File: src/rtl/serial_pkg.sv
// Shared types for the serial transmitter.
//   parity_mode_e : parity selection for a frame (none / odd / even)
//   tx_state_e    : transmitter FSM states, also exported on the debug port
//   parity_bit()  : parity bit value from the XOR of the data bits
package serial_pkg;

  typedef enum logic [1:0] {
    PAR_NONE = 2'd0,
    PAR_ODD  = 2'd1,
    PAR_EVEN = 2'd2
  } parity_mode_e;

  typedef enum logic [2:0] {
    IDLE   = 3'd0,
    START  = 3'd1,
    DATA   = 3'd2,
    PARITY = 3'd3,
    STOP   = 3'd4
  } tx_state_e;

  // data_xor is 1 when the data word holds an odd number of ones.
  // Odd mode tops the total up to odd, even mode tops it up to even.
  function automatic logic parity_bit(input parity_mode_e mode, input logic data_xor);
    return (mode == PAR_ODD) ? ~data_xor : data_xor;
  endfunction

endpackage

File: src/rtl/sync_fifo_sc.sv
// Single-clock FIFO holding words waiting to be serialised.
// Ports:
//   clk, rst_n : clock, asynchronous active-low reset (empties the FIFO)
//   push, din  : write request and data; ignored while full
//   pop        : read request; ignored while empty; dout advances on the edge
//   dout       : oldest stored word (valid while empty=0)
//   full,empty : registered occupancy flags
// A push and a pop on the same edge leave the count unchanged. A pop never
// makes room for a push on the same edge because full is sampled before it.
module sync_fifo_sc #(
  parameter int DEPTH = 4,
  parameter int WIDTH = 8
) (
  input  logic             clk,
  input  logic             rst_n,
  input  logic             push,
  input  logic             pop,
  input  logic [WIDTH-1:0] din,
  output logic [WIDTH-1:0] dout,
  output logic             full,
  output logic             empty
);

  localparam int AW = $clog2(DEPTH);

  logic [WIDTH-1:0] mem [DEPTH];
  logic [AW-1:0]    wr_ptr;
  logic [AW-1:0]    rd_ptr;
  logic [AW:0]      count;
  logic [AW:0]      count_next;
  logic             do_push;
  logic             do_pop;

  assign do_push = push && !full;
  assign do_pop  = pop && !empty;
  assign dout    = mem[rd_ptr];

  always_comb begin
    count_next = count;
    case ({do_push, do_pop})
      2'b10:   count_next = count + 1'b1;
      2'b01:   count_next = count - 1'b1;
      default: count_next = count;
    endcase
  end

  // DEPTH is a power of two, so the pointers wrap by plain overflow.
  always_ff @(posedge clk or negedge rst_n) begin
    if (!rst_n) begin
      wr_ptr <= '0;
      rd_ptr <= '0;
      count  <= '0;
      full   <= 1'b0;
      empty  <= 1'b1;
    end else begin
      if (do_push) wr_ptr <= wr_ptr + 1'b1;
      if (do_pop)  rd_ptr <= rd_ptr + 1'b1;
      count <= count_next;
      full  <= (count_next == (AW+1)'(DEPTH));
      empty <= (count_next == '0);
    end
  end

  // Storage needs no reset: only entries written since reset are ever read.
  always_ff @(posedge clk) begin
    if (do_push) mem[wr_ptr] <= din;
  end

endmodule

File: src/rtl/serial_send_fifo_circuit.sv
// UART-style serial transmitter with an input FIFO.
// Frame: start bit (0), DATA_WIDTH data bits LSB first, optional parity bit,
// STOP_BITS stop bits (1). Every bit lasts WAIT_COUNT_BASE clocks and queued
// words go out back-to-back without an idle bit between frames.
// Ports:
//   clk, rst_n : clock, asynchronous active-low reset
//   data_in    : word to queue
//   we         : write strobe
//   full       : FIFO holds FIFO_DEPTH words
//   ovf        : one-cycle pulse after a write was dropped because full was set
//   data_out   : serial line, idles high
//   busy       : frame in progress or words waiting
//   tx_state   : current FSM state, for observation only
// Handshake: a word is taken on a rising edge where we=1 and full=0; with
// we=1 and full=1 it is dropped and ovf pulses on the following cycle. There
// is no backpressure beyond full; the writer must watch it.
module serial_send_fifo_circuit
  import serial_pkg::*;
#(
  parameter int           WAIT_COUNT_BASE = 10,
  parameter int           DATA_WIDTH      = 8,
  parameter parity_mode_e PARITY_MODE     = PAR_NONE,
  parameter int           STOP_BITS       = 1,
  parameter int           FIFO_DEPTH      = 4
) (
  input  logic                  clk,
  input  logic                  rst_n,
  input  logic [DATA_WIDTH-1:0] data_in,
  input  logic                  we,
  output logic                  full,
  output logic                  ovf,
  output logic                  data_out,
  output logic                  busy,
  output tx_state_e             tx_state
);

  localparam int CW = $clog2(WAIT_COUNT_BASE);
  localparam int IW = $clog2(DATA_WIDTH + 1);
  localparam logic [CW-1:0] BAUD_LAST = CW'(WAIT_COUNT_BASE - 1);
  localparam logic [IW-1:0] IDX_LAST  = IW'(DATA_WIDTH);

  tx_state_e             state;
  logic [CW-1:0]         baud_cnt;
  logic [IW-1:0]         bit_idx;
  logic                  stop_cnt;
  logic [DATA_WIDTH-1:0] shreg;
  logic                  par_acc;

  logic [DATA_WIDTH-1:0] fifo_dout;
  logic                  fifo_full;
  logic                  fifo_empty;
  logic                  fifo_pop;
  logic                  baud_tick;
  logic                  last_stop;
  logic                  push_ok;

  assign baud_tick = (baud_cnt == BAUD_LAST);
  assign last_stop = (STOP_BITS == 1) || stop_cnt;
  assign push_ok   = we && !fifo_full;

  // The FIFO is popped on the very edge the FSM loads the shift register:
  // either from IDLE, or on the edge that closes the last stop bit.
  assign fifo_pop = !fifo_empty &&
                    ((state == IDLE) || (state == STOP && baud_tick && last_stop));

  assign full     = fifo_full;
  assign tx_state = state;

  sync_fifo_sc #(
    .DEPTH (FIFO_DEPTH),
    .WIDTH (DATA_WIDTH)
  ) u_fifo (
    .clk   (clk),
    .rst_n (rst_n),
    .push  (we),
    .pop   (fifo_pop),
    .din   (data_in),
    .dout  (fifo_dout),
    .full  (fifo_full),
    .empty (fifo_empty)
  );

  always_ff @(posedge clk or negedge rst_n) begin
    if (!rst_n) begin
      state    <= IDLE;
      baud_cnt <= '0;
      bit_idx  <= '0;
      stop_cnt <= 1'b0;
      shreg    <= '0;
      par_acc  <= 1'b0;
      data_out <= 1'b1;
      busy     <= 1'b0;
      ovf      <= 1'b0;
    end else begin
      ovf <= we && fifo_full;

      // The baud counter rests at zero in IDLE so the start bit gets a full
      // bit time; elsewhere it free-runs and wraps every bit.
      if (state == IDLE) begin
        baud_cnt <= '0;
      end else if (baud_tick) begin
        baud_cnt <= '0;
      end else begin
        baud_cnt <= baud_cnt + 1'b1;
      end

      case (state)
        IDLE: begin
          if (!fifo_empty) begin
            shreg    <= fifo_dout;
            bit_idx  <= '0;
            par_acc  <= 1'b0;
            data_out <= 1'b0;
            busy     <= 1'b1;
            state    <= START;
          end else begin
            // A write landing now raises busy one edge later, together
            // with the start bit.
            busy <= 1'b0;
          end
        end

        START: begin
          if (baud_tick) begin
            data_out <= shreg[0];
            par_acc  <= shreg[0];
            shreg    <= {1'b0, shreg[DATA_WIDTH-1:1]};
            bit_idx  <= IW'(1);
            state    <= DATA;
          end
        end

        DATA: begin
          // bit_idx counts data bits already placed on the line.
          if (baud_tick) begin
            if (bit_idx == IDX_LAST) begin
              if (PARITY_MODE != PAR_NONE) begin
                data_out <= parity_bit(PARITY_MODE, par_acc);
                state    <= PARITY;
              end else begin
                data_out <= 1'b1;
                stop_cnt <= 1'b0;
                state    <= STOP;
              end
            end else begin
              data_out <= shreg[0];
              par_acc  <= par_acc ^ shreg[0];
              shreg    <= {1'b0, shreg[DATA_WIDTH-1:1]};
              bit_idx  <= bit_idx + 1'b1;
            end
          end
        end

        PARITY: begin
          if (baud_tick) begin
            data_out <= 1'b1;
            stop_cnt <= 1'b0;
            state    <= STOP;
          end
        end

        STOP: begin
          if (baud_tick) begin
            if (last_stop) begin
              if (!fifo_empty) begin
                // Next frame starts on this same edge: no idle gap.
                shreg    <= fifo_dout;
                bit_idx  <= '0;
                par_acc  <= 1'b0;
                data_out <= 1'b0;
                state    <= START;
              end else begin
                state <= IDLE;
                // A word written on this closing edge keeps busy up
                // until its own frame starts on the next edge.
                busy  <= push_ok;
              end
            end else begin
              stop_cnt <= 1'b1;
            end
          end
        end

        default: begin
          state    <= IDLE;
          data_out <= 1'b1;
          busy     <= 1'b0;
        end
      endcase
    end
  end

endmodule
File: config.mk
export PLATFORM = sky130hd
export DESIGN_NAME = serial_send_fifo_circuit
export DESIGN_NICKNAME = d
export VERILOG_FILES = /design/src/rtl/serial_pkg.sv /design/src/rtl/sync_fifo_sc.sv /design/src/rtl/serial_send_fifo_circuit.sv
export SDC_FILE = /design/constraint.sdc
export NUM_CORES = 1
export LEC_CHECK = 0
export BUFFER_PORTS_ARGS = -buffer_cell sky130_fd_sc_hd__buf_2
export CAP_MARGIN = 15
export CORE_MARGIN = 10
export CORE_UTILIZATION = 60
export DETAILED_ROUTE_END_ITERATION = 8
export GPL_ROUTABILITY_DRIVEN = 1
export PLACE_DENSITY = 0.79
export SETUP_SLACK_MARGIN = 0.05
export SLEW_MARGIN = 5
export SYNTH_ARGS = -nofsm -noshare
export SYNTH_HDL_FRONTEND = slang
export SYNTH_SLANG_ARGS = --single-unit
File: constraint.sdc
create_clock -name clk -period 3.3 [get_ports clk]
set_input_delay 0.165 -clock clk [delete_from_list [all_inputs] [get_ports clk]]
set_output_delay 0.165 -clock clk [all_outputs]
set_load 0.02 [all_outputs]
After elaboration in Yosys (flattened, before gate mapping)

Memories as Yosys holds them, arrays and structs flattened.
Index checks and enable logic that the tools add are counted.

Memories kept: 1
RAM bits: 32
Bits in registers: 31

Memories:

| memory     | words | width | rd ports | clocked after memory_dff | wr ports | RTL line           | source |
|---|---|---|---|---|---|---|---|
| u_fifo.mem | 4     | 8     | 1        | 0                        | 1        | sync_fifo_sc.sv:26 | `logic [WIDTH-1:0] mem [DEPTH];` |

Bitwise gates (word level): 1
Eq/ne operators: 17
Add/sub/neg operators: 6
Multiplexer cells: 36
Reduce and logical (&&, ||, !) cells: 16

Operators by type and width:

| kind                                                             | count |
|---|---|
| 8-bit 2-to-1 mux                                                 | 5 |
| 8-bit case mux with 4 select lines                               | 1 |
| 4-bit 2-to-1 mux                                                 | 7 |
| 3-bit 2-to-1 mux                                                 | 6 |
| 4-bit case mux with 4 select lines                               | 1 |
| 3-bit case mux with 5 select lines                               | 1 |
| 2-bit inequality test (second input constant)                    | 7 |
| 1-bit 2-to-1 mux                                                 | 12 |
| 4-bit by 1-bit adder with 4-bit output (second input constant)   | 2 |
| 4-bit == test (second input constant)                            | 2 |
| 3-bit by 2-bit == test with 1-bit output (second input constant) | 2 |
| 3-bit == test (second input constant)                            | 2 |
| 3-bit zero test                                                  | 2 |
| 3-bit case mux with 2 select lines                               | 1 |
| 6-bit AND reduction                                              | 1 |
| 1-bit logical AND                                                | 5 |
| 1-bit case mux with 5 select lines                               | 1 |
| 5-bit AND reduction                                              | 1 |
| 2-bit by 1-bit adder with 2-bit output (second input constant)   | 2 |
| 4-bit AND reduction                                              | 1 |
| 4-bit nonzero test                                               | 1 |
| 3-bit by 1-bit adder with 3-bit output (second input constant)   | 1 |
| 3-bit by 1-bit == test with 1-bit output (second input constant) | 1 |
| 1-bit case mux with 3 select lines                               | 1 |
| other kinds (9)                                                  | 10 |

Logic depth before layout (Yosys ltp)

Depth in word-level cells: 8
Mapped depth: 13

Modules after synthesis

From an unflattened synthesis, not the netlist that was laid out.

Cells, all modules: 205
Area, all modules: 2,922.8 um2

By module, submodules not included:

| module                   | times used | area an instance (um2) | seq. area each (um2) | cells each |
|---|---|---|---|---|
| sync_fifo_sc             | 1          | 1,652.8                | 1,187.4              | 90 |
| serial_send_fifo_circuit | 1          | 1,270.0                | 551.8                | 115 |

Worst setup path after synthesis

Ideal clock, no wire load.

Path kind: register -> register
Start point: reg state[1] (netlist: tx_state[1])
End point: reg u_fifo.full
Stages on the path, launching flop included: 12
Library setup time: 0.073 ns
Buffers on the path: 1
Data required time: 3.227 ns
Slack: 0.900 ns
Arrival: 2.328 ns
Cell sequence: dfrtp_1 buf_2 nor3_2 o21ai_4 inv_2 ha_1 inv_1 fa_1 xor2_1 nor2_1 xor2_1 nor2b_1

Longest elaborated chain between the ends: 8
Elaborated cells between the ends (all ways): 10
Those cells by class: eq/ne (4); mux (1); reduce/logical (5)

RTL lines:

| what                                                                      | RTL line                        | source |
|---|---|---|
| from (decl)                                                               | serial_send_fifo_circuit.sv:42  | `tx_state_e state;` |
| from (signal assigned)                                                    | serial_send_fifo_circuit.sv:85  | `state <= IDLE;` |
| from (signal assigned)                                                    | serial_send_fifo_circuit.sv:115 | `state <= START;` |
| from (signal assigned)                                                    | serial_send_fifo_circuit.sv:129 | `state <= DATA;` |
| 3-bit == test                                                             | -                               |  |
| 1-bit logical AND                                                         | serial_send_fifo_circuit.sv:64  | `((state == IDLE) \|\| (state == STOP && baud_tick && last_stop));` |
| 1-bit logical OR *                                                        | serial_send_fifo_circuit.sv:64  |  |
| 1-bit logical AND *                                                       | serial_send_fifo_circuit.sv:63  | `assign fifo_pop = !fifo_empty &&` |
| 1-bit logical AND *                                                       | sync_fifo_sc.sv:35              | `assign do_pop = pop && !empty;` |
| 2-bit by 1-bit == test with 1-bit output or 2-bit == test (tied branches) | sync_fifo_sc.sv:40              | `case ({do_push, do_pop})` |
| 3-bit case mux with 2 select lines *                                      | sync_fifo_sc.sv:40              |  |
| net u_fifo.count_next[2]                                                  | sync_fifo_sc.sv:30              | `logic [AW:0] count_next;` |
| 3-bit == test *                                                           | sync_fifo_sc.sv:59              | `full <= (count_next == (AW+1)'(DEPTH));` |
| to (signal assigned)                                                      | sync_fifo_sc.sv:59              |  |
| to (decl)                                                                 | sync_fifo_sc.sv:20              | `output logic full,` |

The timed path passes the listed nets; every way through them passes the cells marked *.
A chain may end at the register's enable or synchronous reset.

Worst setup path in the final report

Start point: reg state[0] (netlist: tx_state[0])
End point: reg u_fifo.full

Same word-level chain as after synthesis.

==> results.txt <==
Total leakage power: 1.289 nW
CP Capture Type: register
Largest family of logic cells by synthesized area: multiplexers
Die ar.: 7974 sq um
Synth top cells by count: edfxtp_1, dfrtp_1, inv_1, nor2_1, ha_1
Post-Route Utilization: 67.60%
Worst hold path type: in -> reg
Final worst path period share: 79.79%
H-tree Lvls: 3
Share of layout cells above drive strength 1: 29.28%
Root buf cell: clkbuf_8
Number of global-route vias before repair: 1740
Final ANT Viol Nets: 0
Post-Syn Instances: 197
Adder-cell share of the synthesized area: 4.603%
Final WL: 4.788 mm
VDD IR-drop max: 0.4654 mV
Register bit count reported by yosys: 63
Clock transition at path regs: 0.07 ns
Post-CTS sizing: 0
Fmax: 379.8 MHz
Placer Congestion: 0.8224
Final Setup Violations: 0
Buffer depth of the longest clock path: 2
DR vias: 1586
Die W: 89.30 um
Initial antenna violation count: 0
Synth Area per Inst: 14.63 sq um
Worst EP arrival: 2.91 ns
Cell taking the most area after synthesis: edfxtp_1
Largest net degree at the start of global routing: 32
Pins Over Slew Limit: 0
Number of flops mapped to enable cells by yosys: 32
Required time worst endpoint: 3.58 ns
Synth Warn #: 0
Most common cell in the netlist: edfxtp_1
# rows: 25
Initial core utilization: 61.41%
Clock latency on the worst-skew pair: 0.34 ns
TritonCTS Buffers: 9
Share of the synthesized area in the top cell type: 33.35%
Net Count, Synth: 218
Post-CTS Setup Inserts: 0
Post-synthesis simple-gate area fraction: 9.596%
Final nets: 238
Outcome: complete, no violations
Ant diodes: 0
Unrepaired setup endpoints after global routing: false
FFs w/ async S/R, synth: 49.21%
Fin Setup TNS: 0 ns
Fin. Hold Viols: 0
Initial DRC Count: 94
Max-cap viol count: 0
Grt ovf: 0
Post-synthesis mux area share: 13.72%
Slew margin rel.: 54.42%
Avg Vias per Cell: 5.746
First-pass GRT wire length: 8.286 mm
DRC: 0
Min Tclk post-route: 2.633 ns
Sink Count: 63
Port Buffers: 17
Sequential area share after synthesis: 60.36%
IO Count: 18
Core ar.: 4692 sq um
Crit-path max FO: 13
PwrDens: 905.2 nW/um^2
Skew final: 0.006015 ns
Crit path launch type: register
Synth Flop Type: edfxtp_1
Measured slew at the worst slew-check pin: 0.6837 ns
Mapped Area: 2882 sq um
Wire per inst: 17.35 um
Die height: 89.30 um
CTS tree: built
Synth Area in XOR/XNOR: 2.996%
P&R area growth vs syn: 10.07%
DRT Pass-1 Iters: 4
Tot GR Track Use: 14.03%
Detailed placement HPWL: 3.420 mm
Largest cells by area after synthesis: edfxtp_1, dfrtp_1, mux4_2
Synth Area in Compound Gates: 5.384%
Critical path type: reg -> reg
Cell variety after synth: 44
Fillers: 310
## routing by layer
metal  routed length, um  vias up  part of all wire [%]  global-route usage, %
li1                    -      756                     -                      -
met1                2070      781                    43                  15.85
met2                2391       38                    50                  23.17
met3                 223       11                   4.7                  3.555
met4                 103        0                   2.2                  8.960
met5                   0        -                     0                      0
## report_power, final
group	switching, W	leakage (nW)	internal [W]
Clock	0.000321	0.0866	0.000279
Sequential	0.000204	0.674	0.00108
Combinational	0.000472	0.529	0.000518
## kinds of logic after synthesis
kind of cell / Yosys count
DFF: 63
and+or+nand+nor: 45
muxes: 25
AOI/OAI and AO/OA: 24
buffers and inverters: 21
adders and majority gates: 10
xor gates and xnor gates: 9
## metrics by stage
step                      setup WS (ns)  power, W  cells  hold WS (ns)  instance area (sq um)
after floorplan                  0.8996  0.002076    197       -0.1306                   2882
after global placement           0.8355  0.002222    259        0.2294                   2983
after detailed placement         0.6984  0.002295    259        0.2483                   2983
after CTS                        0.6493  0.002900    276       0.01881                   3172
after global routing             0.4596  0.003080    276       0.02785                   3172
final                            0.6670  0.002871    276       0.02835                   3172
## final timing paths
check / startpoint / slack (ns) / end / cells past startpoint
max in group asynchronous: rst_n / 2.46 / u_fifo.rd_ptr[1] / 2
worst min register to register: u_fifo.count[0] / 0.49 / u_fifo.count[0] / 1
worst max-delay path: tx_state[0] / 0.67 / u_fifo.full / 10
worst min-delay path: data_in[4] / 0.03 / u_fifo.mem[3][4] / 1
worst max register to register: tx_state[0] / 0.67 / u_fifo.full / 10
min in group asynchronous: rst_n / 0.39 / baud_cnt[0] / 2
## flip-flops by register name (all words and copies together), names as in the netlist
register / cells
busy: 1
ovf: 1
u_fifo.wr_ptr: 2
u_fifo.rd_ptr: 2
shreg: 8
u_fifo.mem: 32
bit_idx: 4
u_fifo.empty: 1
u_fifo.full: 1
baud_cnt: 4
data_out: 1
u_fifo.count: 3
tx_state: 3
## critical path, stage by stage (launching register included)
cell and delay [ns]:
dfrtp_1 0.54, nor3_2 0.40, o21ai_4 0.13, inv_2 0.13
ha_1 0.20, inv_1 0.07, fa_1 0.40, xor2_1 0.17
nor2_1 0.12, xor2_1 0.25, nor2b_1 0.16
## area by class of cell
| class | instances | area, sq um | share of cell area, % |
|---|---|---|---|
| clock buffers | 9 | 123.9 | 3.905 |
| clock inverters | 7 | 55.05 | 1.736 |
| inverters | 12 | 45.04 | 1.420 |
| multi-input cells | 113 | 1046 | 32.98 |
| flip-flops and latches | 63 | 1739 | 54.83 |
| well taps | 54 | 67.56 | 2.130 |
| repair buffers | 18 | 95.09 | 2.998 |
## cell usage in the layout (no fill, tap or decap), drive strengths merged, types with 3 or more instances in the layout
master   n
ha       9
xor2     3
mux4     8
buf     17
inv     15
nand2    4
nand2b   3
nand3    5
dfrtp   29
mux2    15
a21oi    8
clkbuf   9
xnor2    6
nor2    12
o21ai   10
edfxtp  32
and2     5
or2      3
nand3b   4
## what timing repair did
item / CTS / global route
hold endpoints to repair: 29 / 0
endpoints found under the setup margin: 0 / 0
hold buffers: 1 / 0
Note: power is estimated with default switching activity, not from simulation.
